==> src/rtl/rs_inorder_entries_pkg.sv <==
`default_nettype none
// ============================================================================
// Module   : rs_inorder_entries_pkg
// Purpose  : Shared constants and types for the in-order reservation station
//            entry storage.
// Revision : 1.0 - initial release
// ============================================================================
package rs_inorder_entries_pkg;

  // Default datapath sizes shared by the RS entry storage and its users.
  localparam int TAG_WIDTH    = 6;
  localparam int DATA_WIDTH   = 32;
  localparam int OP_WIDTH     = 16;
  localparam int ENT_NUM      = 2;
  localparam int ENT_SEL      = 1;
  // Number of dispatch ports written per cycle.
  localparam int DP_NUM_WIDTH = 2;

  // Where an operand slot takes its next value from.
  typedef enum logic [1:0] {
    SRC_HOLD = 2'd0,
    SRC_DISP = 2'd1,
    SRC_CDB1 = 2'd2,
    SRC_CDB2 = 2'd3
  } src_sel_e;

endpackage
`default_nettype wire

==> src/rtl/rs_src_slot.sv <==
`default_nettype none
// ============================================================================
// Module   : rs_src_slot
// Purpose  : One source operand of an RS entry: ready flag, producer tag and
//            value. Loads at dispatch (with same-cycle CDB bypass) and wakes
//            up from either of two CDB ports, port 1 taking precedence.
// Revision : 1.0 - initial release
// ============================================================================
module rs_src_slot
  import rs_inorder_entries_pkg::*;
#(
  parameter int DATA_WIDTH = rs_inorder_entries_pkg::DATA_WIDTH,
  parameter int TAG_WIDTH  = rs_inorder_entries_pkg::TAG_WIDTH
) (
  input  logic                  clk,
  input  logic                  rst,
  input  logic                  i_kill,
  input  logic                  i_clr,
  input  logic                  i_load,
  input  logic                  i_busy,
  input  logic                  i_ld_rdy,
  input  logic [TAG_WIDTH-1:0]  i_ld_tag,
  input  logic [DATA_WIDTH-1:0] i_ld_val,
  input  logic                  i_cdb_vld_1,
  input  logic [TAG_WIDTH-1:0]  i_cdb_tag_1,
  input  logic [DATA_WIDTH-1:0] i_cdb_val_1,
  input  logic                  i_cdb_vld_2,
  input  logic [TAG_WIDTH-1:0]  i_cdb_tag_2,
  input  logic [DATA_WIDTH-1:0] i_cdb_val_2,
  output logic                  o_rdy,
  output logic [DATA_WIDTH-1:0] o_val
);

  logic                  r_rdy;
  logic [TAG_WIDTH-1:0]  r_tag;
  logic [DATA_WIDTH-1:0] r_val;

  logic [TAG_WIDTH-1:0]  w_cmp_tag;
  logic                  w_hit_1;
  logic                  w_hit_2;
  logic                  w_listen;
  src_sel_e              w_sel;

  // Pick the next operand source: dispatch data, a CDB capture, or hold.
  // While loading, the incoming tag is compared so a broadcast in the same
  // cycle is not missed.
  always_comb begin
    w_cmp_tag = i_load ? i_ld_tag : r_tag;
    w_hit_1   = i_cdb_vld_1 && (i_cdb_tag_1 == w_cmp_tag);
    w_hit_2   = i_cdb_vld_2 && (i_cdb_tag_2 == w_cmp_tag);
    w_listen  = i_load ? !i_ld_rdy : (i_busy && !r_rdy);
    w_sel     = SRC_HOLD;
    if (i_load && i_ld_rdy) begin
      w_sel = SRC_DISP;
    end else if (w_listen && w_hit_1) begin
      w_sel = SRC_CDB1;
    end else if (w_listen && w_hit_2) begin
      w_sel = SRC_CDB2;
    end else if (i_load) begin
      w_sel = SRC_DISP;
    end
  end

  // Operand state: kill wins, then load/wakeup, then issue clear.
  always_ff @(posedge clk or posedge rst) begin
    if (rst) begin
      r_rdy <= 1'b0;
      r_tag <= '0;
      r_val <= '0;
    end else if (i_kill) begin
      r_rdy <= 1'b0;
    end else begin
      if (i_load) begin
        r_tag <= i_ld_tag;
      end
      case (w_sel)
        SRC_DISP: begin
          r_rdy <= i_ld_rdy;
          r_val <= i_ld_val;
        end
        SRC_CDB1: begin
          r_rdy <= 1'b1;
          r_val <= i_cdb_val_1;
        end
        SRC_CDB2: begin
          r_rdy <= 1'b1;
          r_val <= i_cdb_val_2;
        end
        default: begin
          if (i_clr) begin
            r_rdy <= 1'b0;
          end
        end
      endcase
    end
  end

  assign o_rdy = r_rdy;
  assign o_val = r_val;

endmodule
`default_nettype wire

==> src/rtl/rs_inorder_entries.sv <==
`default_nettype none
// ============================================================================
// Module   : rs_inorder_entries
// Purpose  : Entry storage of an in-order reservation station. Two dispatch
//            writes per cycle into allocator-chosen slots, dual-CDB operand
//            wakeup, busy/ready status export and a zero-latency issue read.
// Revision : 1.0 - initial release
// ============================================================================
module rs_inorder_entries
  import rs_inorder_entries_pkg::*;
#(
  parameter int ENT_NUM    = rs_inorder_entries_pkg::ENT_NUM,
  parameter int ENT_SEL    = rs_inorder_entries_pkg::ENT_SEL,
  parameter int DATA_WIDTH = rs_inorder_entries_pkg::DATA_WIDTH,
  parameter int TAG_WIDTH  = rs_inorder_entries_pkg::TAG_WIDTH,
  parameter int OP_WIDTH   = rs_inorder_entries_pkg::OP_WIDTH
) (
  input  logic                  clk,
  input  logic                  rst,
  input  logic                  i_kill,
  input  logic                  i_we_1,
  input  logic                  i_we_2,
  input  logic [ENT_SEL-1:0]    i_wsel_1,
  input  logic [ENT_SEL-1:0]    i_wsel_2,
  input  logic [OP_WIDTH-1:0]   i_op_1,
  input  logic [OP_WIDTH-1:0]   i_op_2,
  input  logic                  i_srca_rdy_1,
  input  logic                  i_srca_rdy_2,
  input  logic                  i_srcb_rdy_1,
  input  logic                  i_srcb_rdy_2,
  input  logic [DATA_WIDTH-1:0] i_srca_val_1,
  input  logic [DATA_WIDTH-1:0] i_srca_val_2,
  input  logic [DATA_WIDTH-1:0] i_srcb_val_1,
  input  logic [DATA_WIDTH-1:0] i_srcb_val_2,
  input  logic [TAG_WIDTH-1:0]  i_srca_tag_1,
  input  logic [TAG_WIDTH-1:0]  i_srca_tag_2,
  input  logic [TAG_WIDTH-1:0]  i_srcb_tag_1,
  input  logic [TAG_WIDTH-1:0]  i_srcb_tag_2,
  input  logic                  i_cdb_vld_1,
  input  logic                  i_cdb_vld_2,
  input  logic [TAG_WIDTH-1:0]  i_cdb_tag_1,
  input  logic [TAG_WIDTH-1:0]  i_cdb_tag_2,
  input  logic [DATA_WIDTH-1:0] i_cdb_val_1,
  input  logic [DATA_WIDTH-1:0] i_cdb_val_2,
  output logic [ENT_NUM-1:0]    o_busy_vec,
  output logic [ENT_NUM-1:0]    o_vld_vec,
  input  logic                  i_issue_vld,
  input  logic [ENT_SEL-1:0]    i_issue_sel,
  output logic [OP_WIDTH-1:0]   o_issue_op,
  output logic [DATA_WIDTH-1:0] o_issue_srca,
  output logic [DATA_WIDTH-1:0] o_issue_srcb,
  output logic                  o_err
);

  logic [ENT_NUM-1:0]      r_busy;
  logic [OP_WIDTH-1:0]     r_op [ENT_NUM];
  logic                    r_err;

  logic [DP_NUM_WIDTH-1:0] w_we_ok;
  logic                    w_same_sel;
  logic                    w_err_set;
  logic [ENT_NUM-1:0]      w_load;
  logic [ENT_NUM-1:0]      w_load_1;
  logic [ENT_NUM-1:0]      w_vld;
  logic [ENT_NUM-1:0]      w_issue_clr;
  logic [ENT_NUM-1:0]      w_srca_rdy;
  logic [ENT_NUM-1:0]      w_srcb_rdy;
  logic [DATA_WIDTH-1:0]   w_srca_val [ENT_NUM];
  logic [DATA_WIDTH-1:0]   w_srcb_val [ENT_NUM];

  // Write legality: a write is dropped if its target is occupied or if both
  // ports aim at the same entry (then neither port is honoured).
  always_comb begin
    w_same_sel = i_we_1 && i_we_2 && (i_wsel_1 == i_wsel_2);
    w_we_ok[0] = i_we_1 && !r_busy[i_wsel_1] && !w_same_sel;
    w_we_ok[1] = i_we_2 && !r_busy[i_wsel_2] && !w_same_sel;
    w_err_set  = w_same_sel || (i_we_1 && r_busy[i_wsel_1]) ||
                 (i_we_2 && r_busy[i_wsel_2]);
  end

  generate
    for (genvar g = 0; g < ENT_NUM; g++) begin : g_ent
      assign w_load_1[g]    = w_we_ok[0] && (i_wsel_1 == ENT_SEL'(g));
      assign w_load[g]      = w_load_1[g] ||
                              (w_we_ok[1] && (i_wsel_2 == ENT_SEL'(g)));
      // Ready status comes from registered state only.
      assign w_vld[g]       = r_busy[g] && w_srca_rdy[g] && w_srcb_rdy[g];
      assign w_issue_clr[g] = i_issue_vld && (i_issue_sel == ENT_SEL'(g)) &&
                              w_vld[g];

      rs_src_slot #(
        .DATA_WIDTH (DATA_WIDTH),
        .TAG_WIDTH  (TAG_WIDTH)
      ) u_srca (
        .clk         (clk),
        .rst         (rst),
        .i_kill      (i_kill),
        .i_clr       (w_issue_clr[g]),
        .i_load      (w_load[g]),
        .i_busy      (r_busy[g]),
        .i_ld_rdy    (w_load_1[g] ? i_srca_rdy_1 : i_srca_rdy_2),
        .i_ld_tag    (w_load_1[g] ? i_srca_tag_1 : i_srca_tag_2),
        .i_ld_val    (w_load_1[g] ? i_srca_val_1 : i_srca_val_2),
        .i_cdb_vld_1 (i_cdb_vld_1),
        .i_cdb_tag_1 (i_cdb_tag_1),
        .i_cdb_val_1 (i_cdb_val_1),
        .i_cdb_vld_2 (i_cdb_vld_2),
        .i_cdb_tag_2 (i_cdb_tag_2),
        .i_cdb_val_2 (i_cdb_val_2),
        .o_rdy       (w_srca_rdy[g]),
        .o_val       (w_srca_val[g])
      );

      rs_src_slot #(
        .DATA_WIDTH (DATA_WIDTH),
        .TAG_WIDTH  (TAG_WIDTH)
      ) u_srcb (
        .clk         (clk),
        .rst         (rst),
        .i_kill      (i_kill),
        .i_clr       (w_issue_clr[g]),
        .i_load      (w_load[g]),
        .i_busy      (r_busy[g]),
        .i_ld_rdy    (w_load_1[g] ? i_srcb_rdy_1 : i_srcb_rdy_2),
        .i_ld_tag    (w_load_1[g] ? i_srcb_tag_1 : i_srcb_tag_2),
        .i_ld_val    (w_load_1[g] ? i_srcb_val_1 : i_srcb_val_2),
        .i_cdb_vld_1 (i_cdb_vld_1),
        .i_cdb_tag_1 (i_cdb_tag_1),
        .i_cdb_val_1 (i_cdb_val_1),
        .i_cdb_vld_2 (i_cdb_vld_2),
        .i_cdb_tag_2 (i_cdb_tag_2),
        .i_cdb_val_2 (i_cdb_val_2),
        .o_rdy       (w_srcb_rdy[g]),
        .o_val       (w_srcb_val[g])
      );
    end
  endgenerate

  // Occupancy and payload: kill clears everything, a legal write fills an
  // entry, and issuing a ready entry frees it for reallocation.
  always_ff @(posedge clk or posedge rst) begin
    if (rst) begin
      r_busy <= '0;
      for (int i = 0; i < ENT_NUM; i++) begin
        r_op[i] <= '0;
      end
    end else if (i_kill) begin
      r_busy <= '0;
    end else begin
      for (int i = 0; i < ENT_NUM; i++) begin
        if (w_load[i]) begin
          r_busy[i] <= 1'b1;
          r_op[i]   <= w_load_1[i] ? i_op_1 : i_op_2;
        end else if (w_issue_clr[i]) begin
          r_busy[i] <= 1'b0;
        end
      end
    end
  end

  // Sticky illegal-write flag; only reset clears it.
  always_ff @(posedge clk or posedge rst) begin
    if (rst) begin
      r_err <= 1'b0;
    end else if (w_err_set) begin
      r_err <= 1'b1;
    end
  end

  assign o_busy_vec   = r_busy;
  assign o_vld_vec    = w_vld;
  assign o_err        = r_err;
  assign o_issue_op   = r_op[i_issue_sel];
  assign o_issue_srca = w_srca_val[i_issue_sel];
  assign o_issue_srcb = w_srcb_val[i_issue_sel];

endmodule
`default_nettype wire

==> config.mk <==
export PLATFORM = sky130hd
export DESIGN_NAME = rs_inorder_entries
export DESIGN_NICKNAME = d
export VERILOG_FILES = /design/src/rtl/rs_inorder_entries_pkg.sv /design/src/rtl/rs_src_slot.sv /design/src/rtl/rs_inorder_entries.sv
export SDC_FILE = /design/constraint.sdc
export NUM_CORES = 1
export LEC_CHECK = 0
export BUFFER_PORTS_ARGS = -buffer_cell sky130_fd_sc_hd__buf_2
export CORE_MARGIN = 2
export CORE_UTILIZATION = 59
export DETAILED_ROUTE_END_ITERATION = 8
export PLACE_DENSITY = 0.89
export SLEW_MARGIN = 20
export SYNTH_ARGS = -nofsm -noshare
export SYNTH_HDL_FRONTEND = slang
export SYNTH_HIERARCHICAL = 1
export SYNTH_SLANG_ARGS = --single-unit
==> constraint.sdc <==
create_clock -name clk -period 7.1 [get_ports clk]
set_clock_uncertainty 0.1 [all_clocks]
set_input_delay 0.355 -clock clk [delete_from_list [all_inputs] [get_ports clk]]
set_output_delay 0.355 -clock clk [all_outputs]
set_load 0.02 [all_outputs]
==> Yosys cells after proc, flatten, opt, wreduce, memory -nomap -nowiden <==
Cells that the tools add are included.
{ "word_totals": {"regBits": 191, "out_inout_bits": 85, "elab_cells": 191} }
{ "classes": {"magnitude_cmp": 3, "eq_ne": 21, "muxes": 66, "n_bitwise": 5, "reduce_logical": 79} }
{ "op_table": {"columns": ["operator", "count"], "rows": [
  ["32-bit one-hot mux with 3 select lines", 4],
  ["32-bit 2-to-1 mux", 10],
  ["16-bit 2-to-1 mux", 5],
  ["6-bit == test", 8],
  ["6-bit 2-to-1 mux", 8],
  ["1-bit logical AND", 44],
  ["2-bit 2-to-1 mux", 13],
  ["1-bit 2-to-1 mux", 22],
  ["3-bit nonzero test", 6],
  ["2-bit == test (second input constant)", 8],
  ["4-bit nonzero test", 4],
  ["2-bit AND reduction", 6],
  ["1-bit zero test", 11],
  ["2-bit by 1-bit == test with 1-bit output (second input constant)", 4],
  ["1-bit one-hot mux with 2 select lines", 4],
  ["2-bit OR reduction", 4],
  ["1-bit logical OR", 4],
  ["1-bit by 2-bit less-than comparator with 1-bit output (second input constant)", 2],
  ["1-bit NOT", 4],
  ["2-bit greater-or-equal comparator (second input constant)", 1],
  ["1-bit NOT with 2-bit output", 1],
  ["1-bit == test", 1]
]} }

==> Longest topological paths before layout <==
{ "logic_depth": {"word_depth": 18, "ltp_mapped": 14, "depth_no_buf": 9} }

==> Modules after synthesis <==
Netlist, hierarchy kept.
{ "modules_own_cells": {"columns": ["module", "n_inst", "cells_per_inst", "area_per_inst_um2"], "rows": [
  ["rs_src_slot", 4, 200, 2409.8],
  ["rs_inorder_entries", 1, 397, 4680.7]
]} }

==> Least setup slack after synthesis <==
No wires, ideal clock.
{ "synth_timing": {"path_kind": "reg2reg", "startpoint": "register r_busy[1], in the netlist o_busy_vec[1]", "endpoint": "register g_ent[1].u_srcb.r_val[0]", "t_arrival_ns": 3.299, "setup_slack_ns": 3.628, "path_stages_with_launch": 13, "n_path_buf": 4, "synth_period_minus_slack_ns": 3.472, "cell_sequence": "dfrtp_1 > or3b_1 > buf_2 > buf_6 > buf_2 > mux2_2 > mux2i_1 > xnor2_1 > or4_4 > a2bb2oi_2 > a21oi_4 > buf_6 > a2bb2oi_2"} }
{ "synth_via": {"elab_chain_len": 17, "elab_cells_between_ends": 37, "cone_classes": "eq/ne (5); mux (14); reduce/logical (18)"} }
{ "synth_lines": {"columns": ["element", "line_no", "rtl"], "rows": [
  ["from (decl)", "rs_inorder_entries.sv:55", "logic [ENT_NUM-1:0] r_busy;"],
  ["from (signal assigned)", "rs_inorder_entries.sv:143", "r_busy <= '0;"],
  ["from (signal assigned)", "rs_inorder_entries.sv:148", "r_busy <= '0;"],
  ["from (signal, indexed assignment)", "rs_inorder_entries.sv:152", "r_busy[i] <= 1'b1;"],
  ["1-bit 2-to-1 mux (on tied branches) (2 in a row)", "rs_inorder_entries.sv:75, rs_inorder_entries.sv:76", null],
  ["1-bit zero test (on tied branches)", "rs_inorder_entries.sv:75, rs_inorder_entries.sv:76", null],
  ["1-bit logical AND (on tied branches) (2 in a row)", "rs_inorder_entries.sv:75, rs_inorder_entries.sv:76", null],
  ["1-bit logical AND (on tied branches)", "rs_inorder_entries.sv:83, rs_inorder_entries.sv:85", null],
  ["6-bit 2-to-1 mux / 1-bit logical OR (equally long branches)", "rs_inorder_entries.sv:125, rs_inorder_entries.sv:84", null],
  ["6-bit 2-to-1 mux", "rs_src_slot.sv:48", "w_cmp_tag = i_load ? i_ld_tag : r_tag;"],
  ["6-bit == test", "rs_src_slot.sv:50", "w_hit_2 = i_cdb_vld_2 && (i_cdb_tag_2 == w_cmp_tag);"],
  ["1-bit logical AND", "rs_src_slot.sv:50", null],
  ["1-bit logical AND", "rs_src_slot.sv:57", "end else if (w_listen && w_hit_2) begin"],
  ["2-bit 2-to-1 mux", "rs_src_slot.sv:57", null],
  ["2-bit 2-to-1 mux", "rs_src_slot.sv:55", "end else if (w_listen && w_hit_1) begin"],
  ["2-bit 2-to-1 mux", "rs_src_slot.sv:53", "if (i_load && i_ld_rdy) begin"],
  ["2-bit by 1-bit == test with 1-bit output / 2-bit == test (equally long branches)", "rs_src_slot.sv:76", "case (w_sel)"],
  ["3-bit nonzero test (no line)", null, null],
  ["2-bit AND reduction (no line)", null, null],
  ["to (signal assigned)", "rs_src_slot.sv:79", "r_val <= i_ld_val;"],
  ["to (signal assigned)", "rs_src_slot.sv:83", "r_val <= i_cdb_val_1;"],
  ["to (signal assigned)", "rs_src_slot.sv:87", "r_val <= i_cdb_val_2;"],
  ["to (decl)", "rs_src_slot.sv:36", "logic [DATA_WIDTH-1:0] r_val;"]
]} }
Several ways; a longest one is shown, not always the timed one. The select of a mux whose other input is x is not followed.
A chain may end at the register's enable or synchronous reset.

==> Worst setup path after layout <==
{ "layout_timing": {"startpoint": "register r_busy[0], in the netlist o_busy_vec[0]", "endpoint": "register g_ent[0].u_srcb.r_val[25]"} }
{ "layout_via": {"elab_chain_len": 17, "elab_cells_between_ends": 37, "cone_classes": "eq/ne (5); mux (14); reduce/logical (18)"} }
{ "layout_lines": {"columns": ["element", "line_no"], "rows": [
  ["1-bit 2-to-1 mux (on tied branches) (2 in a row)", "rs_inorder_entries.sv:75, rs_inorder_entries.sv:76"],
  ["1-bit zero test (on tied branches)", "rs_inorder_entries.sv:75, rs_inorder_entries.sv:76"],
  ["1-bit logical AND (on tied branches) (2 in a row)", "rs_inorder_entries.sv:75, rs_inorder_entries.sv:76"],
  ["1-bit logical AND (on tied branches)", "rs_inorder_entries.sv:83, rs_inorder_entries.sv:85"],
  ["6-bit 2-to-1 mux / 1-bit logical OR (equally long branches)", "rs_inorder_entries.sv:125, rs_inorder_entries.sv:84"],
  ["6-bit 2-to-1 mux", null],
  ["6-bit == test", "rs_src_slot.sv:50"],
  ["1-bit logical AND", "rs_src_slot.sv:50"],
  ["1-bit logical AND", "rs_src_slot.sv:57"],
  ["2-bit 2-to-1 mux", "rs_src_slot.sv:57"],
  ["2-bit 2-to-1 mux", "rs_src_slot.sv:55"],
  ["2-bit 2-to-1 mux", "rs_src_slot.sv:53"],
  ["2-bit by 1-bit == test with 1-bit output / 2-bit == test (equally long branches)", "rs_src_slot.sv:76"],
  ["3-bit nonzero test (no line)", null],
  ["2-bit AND reduction (no line)", null],
  ["to (signal assigned)", "rs_src_slot.sv:79"],
  ["to (signal assigned)", "rs_src_slot.sv:83"],
  ["to (signal assigned)", "rs_src_slot.sv:87"],
  ["to (decl)", "rs_src_slot.sv:36"]
]} }
Several ways; a longest one is shown, not always the timed one. The select of a mux whose other input is x is not followed.

==> flow_summary.json <==
{
  "dp.cells": 1787,
  "critPathArrivalTime_ns": 5.00,
  "antenna_found_initial": 11,
  "critPathMaxFanout": 38,
  "synth_area_per_cell_um2": 11.96,
  "grt_use_total": 0.3738,
  "leakage_nw": 6.901,
  "hold_class": "input port to flip-flop",
  "overflow": 0,
  "nFillCells": 1715,
  "setup_viol": 0,
  "post-cts-setup-buffers": 0,
  "rr_worst_depth": 10,
  "drv_cap": 0,
  "wl_met1_mm": 18.21,
  "rows": 57,
  "period_share": 0.6682,
  "ant_nets": 0,
  "p_seq_frac": 0.371,
  "areaGrowthSynthToFinish_pct": 16.90,
  "wire_per_inst_um": 26.69,
  "die_w_um": 159.8,
  "fin_crit_ns": 4.744,
  "cts.repair.resized": 0,
  "first_iter_violations": 1556,
  "layout_commonest_cell": "buf_2",
  "nets": 1758,
  "grt_start_max_net_pins": 95,
  "required_ns": 7.36,
  "highest_layer": "met5",
  "tightest_slew_ns": 1.176,
  "dpl.hpwl_mm": 32.54,
  "layout-drive-gt1-share": 0.5929,
  "final-hold-violation-count": 0,
  "grt_pass1_wl_mm": 75.04,
  "outcome": "finished, final reports clean",
  "cts_tree": "built",
  "clockRootBuffer": "clkbuf_16",
  "io_pins": 360,
  "dieArea_um2": 25530,
  "core_um2": 24110,
  "finalHoldWorstSlack_ns": 0.1201,
  "cts_sinks": 191,
  "clk_pin_slew_ns": 0.07,
  "synth_seq_area_share": 0.3338,
  "grt_setup_unrepaired": "false",
  "critical_path_class": "flip-flop to flip-flop",
  "place_area_um2": 16110,
  "synth_area_um2": 14320,
  "place.gp.congestion": 0.9017,
  "synth_nets": 1472,
  "finalWirelength_mm": 48.79,
  "drcViolationCount": 0,
  "worstSetupEndpointType": "flip-flop",
  "clk_latency_ns": 0.44,
  "reg2reg_from": "o_busy_vec[0]",
  "synth_cell_types": 36,
  "clock_path_buffers": 2,
  "die_y_um": 159.8,
  "reg2reg_to": "g_ent[0].u_srcb/o_val[25]",
  "cts_made_buffers": 17,
  "power_switching_mw": 1.619,
  "peakVddDrop_v": 0.0001517,
  "r2r_setup_slack_ns": 2.36,
  "route.met2.wl_mm": 22.66,
  "maxSlewViolCount": 0,
  "htreeDepth": 4,
  "grt_pass1_vias": 13526,
  "via_per_inst": 7.085,
  "initial_core_util": 0.5941,
  "wl_met3_mm": 5.139,
  "slew_headroom": 0.2161,
  "power.density_nw_per_um2": 264.7,
  "ys_ff_latch": 191,
  "switching_share": 0.3653,
  "p_int_mw": 2.813,
  "stdcell_count": 1828,
  "max_freq_mhz": 210.8,
  "cp-startpoint": "o_busy_vec[0]",
  "drt_pass1_iterations": 6,
  "finalInstanceArea_um2": 16740,
  "synthCells": 1197,
  "clock_power_share": 0.224,
  "yosysWarningCount": 6,
  "crit_path_start_kind": "flip-flop",
  "yosys-top-cells-area": "dfrtp_1 33%, mux2_2 24%, a2bb2oi_2 13%",
  "synth_top_area_cell": "dfrtp_1",
  "endpoint": "g_ent[0].u_srcb/o_val[25]",
  "netlist.area_leader.share": 0.3338,
  "p_comb_frac": 0.405,
  "vias": 12952,
  "setup_tns_ns": 0,
  "mostFrequentLayoutCells": "357 x buf_2, 302 x mux2_2, 191 x dfrtp_1",
  "io_buffers": 359
}
## worst min path at each step
stage,startpoint,to,slack [ns],cells after the start
after detailed placement,r_op[4],r_op[4],0.39,1
after global routing,i_we_2,o_err,0.10,2
after floorplan,i_kill,o_busy_vec[0],0.32,1
after global placement,o_err,o_err,0.37,1
final,i_we_2,o_err,0.12,2
after CTS,i_we_2,o_err,0.1,2
## final cells by class
cell class | instances | area, µm² | area share
Antenna cell | 8 | 20.02 | 0.001196
Clock buffer | 17 | 425.4 | 0.02541
Clock inverter | 15 | 175.2 | 0.01046
Inverter | 19 | 71.32 | 0.004260
Multi-Input combinational cell | 871 | 8879 | 0.5304
Sequential cell | 191 | 4780 | 0.2855
Tap cell | 324 | 405.4 | 0.02422
Timing Repair Buffer | 383 | 1984 | 0.1185
## Yosys cell counts
master	instances
xor2_1	1
dfrtp_1	191
a21oi_1	8
nor2b_1	7
a2bb2oi_1	8
nor4_4	4
buf_8	1
a221oi_1	128
and2b_1	1
and3_1	2
clkbuf_1	49
and2_1	4
a221o_1	2
nor3_2	4
buf_1	4
o21ai_0	136
or3_1	4
or3b_1	1
mux2_4	15
nand2b_1	1
mux2i_4	4
buf_2	43
nand3b_1	2
nor3b_1	8
a21oi_4	4
mux2_2	302
nand3_1	1
a2bb2oi_2	124
xnor2_1	50
inv_1	19
nor2_1	8
mux2i_1	30
nand2_1	4
a211oi_4	4
or4_4	4
buf_6	19
## registers in the layout, summed over array words and instances, names as in the netlist
name / cells
o_err: 1
g_ent.u_srcb/r_tag: 12
g_ent.u_srca/r_tag: 12
r_op: 32
g_ent.u_srca/o_rdy: 2
g_ent.u_srca/o_val: 64
g_ent.u_srcb/o_rdy: 2
g_ent.u_srcb/o_val: 64
o_busy_vec: 2
## routing by layer
| metal | track usage | vias to the layer above |
|---|---|---|
| li1 | - | 5291 |
| met5 | 0 | - |
| met2 | 0.5893 | 1103 |
| met1 | 0.4753 | 6286 |
| met3 | 0.08675 | 266 |
| met4 | 0.2109 | 6 |
## worst max-delay path, cell delays in order, from the launching register on
cell	delay, ns
dfrtp_1	0.53
nand3b_1	0.61
buf_4	0.59
mux2_2	0.42
mux2i_4	0.19
xnor2_1	0.09
or4_4	0.57
a2bb2oi_4	0.33
a21oi_4	0.56
buf_4	0.46
a2bb2oi_1	0.18
## stage by stage
stage,util,power [mW],setup slack [ns]
final,0.6944,4.432,2.356
after global routing,0.6943,4.589,2.213
after CTS,0.6936,4.398,2.449
after detailed placement,0.6683,3.405,2.296
after global placement,0.6683,3.319,2.434
after floorplan,-,2.889,3.628
## kinds of logic after synthesis
| group | count (synthesis) | synth area share |
|---|---|---|
| muxes | 351 | 0.2805 |
| buffers and inverters | 135 | 0.04989 |
| DFF | 191 | 0.3338 |
| AOI/OAI and AO/OA | 414 | 0.2751 |
| xor gates and xnor gates | 51 | 0.03119 |
| and+or+nand+nor | 55 | 0.02962 |
## power by group through the flow
stage | clock, mW | combinational, mW | sequential, mW
global route | 1.04 | 1.88 | 1.67
detailed placement | 0 | 1.76 | 1.65
global placement | 0 | 1.70 | 1.62
finish | 0.991 | 1.80 | 1.65
CTS | 0.998 | 1.77 | 1.63
floorplan | 0 | 1.30 | 1.58
## timing repair
action | CTS | global route
endpoints found under the hold margin | 14 | 0
setup endpoints to repair | 0 | 0
hold buffers | 1 | 0
No activity file was read; power rests on OpenSTA's default activity.
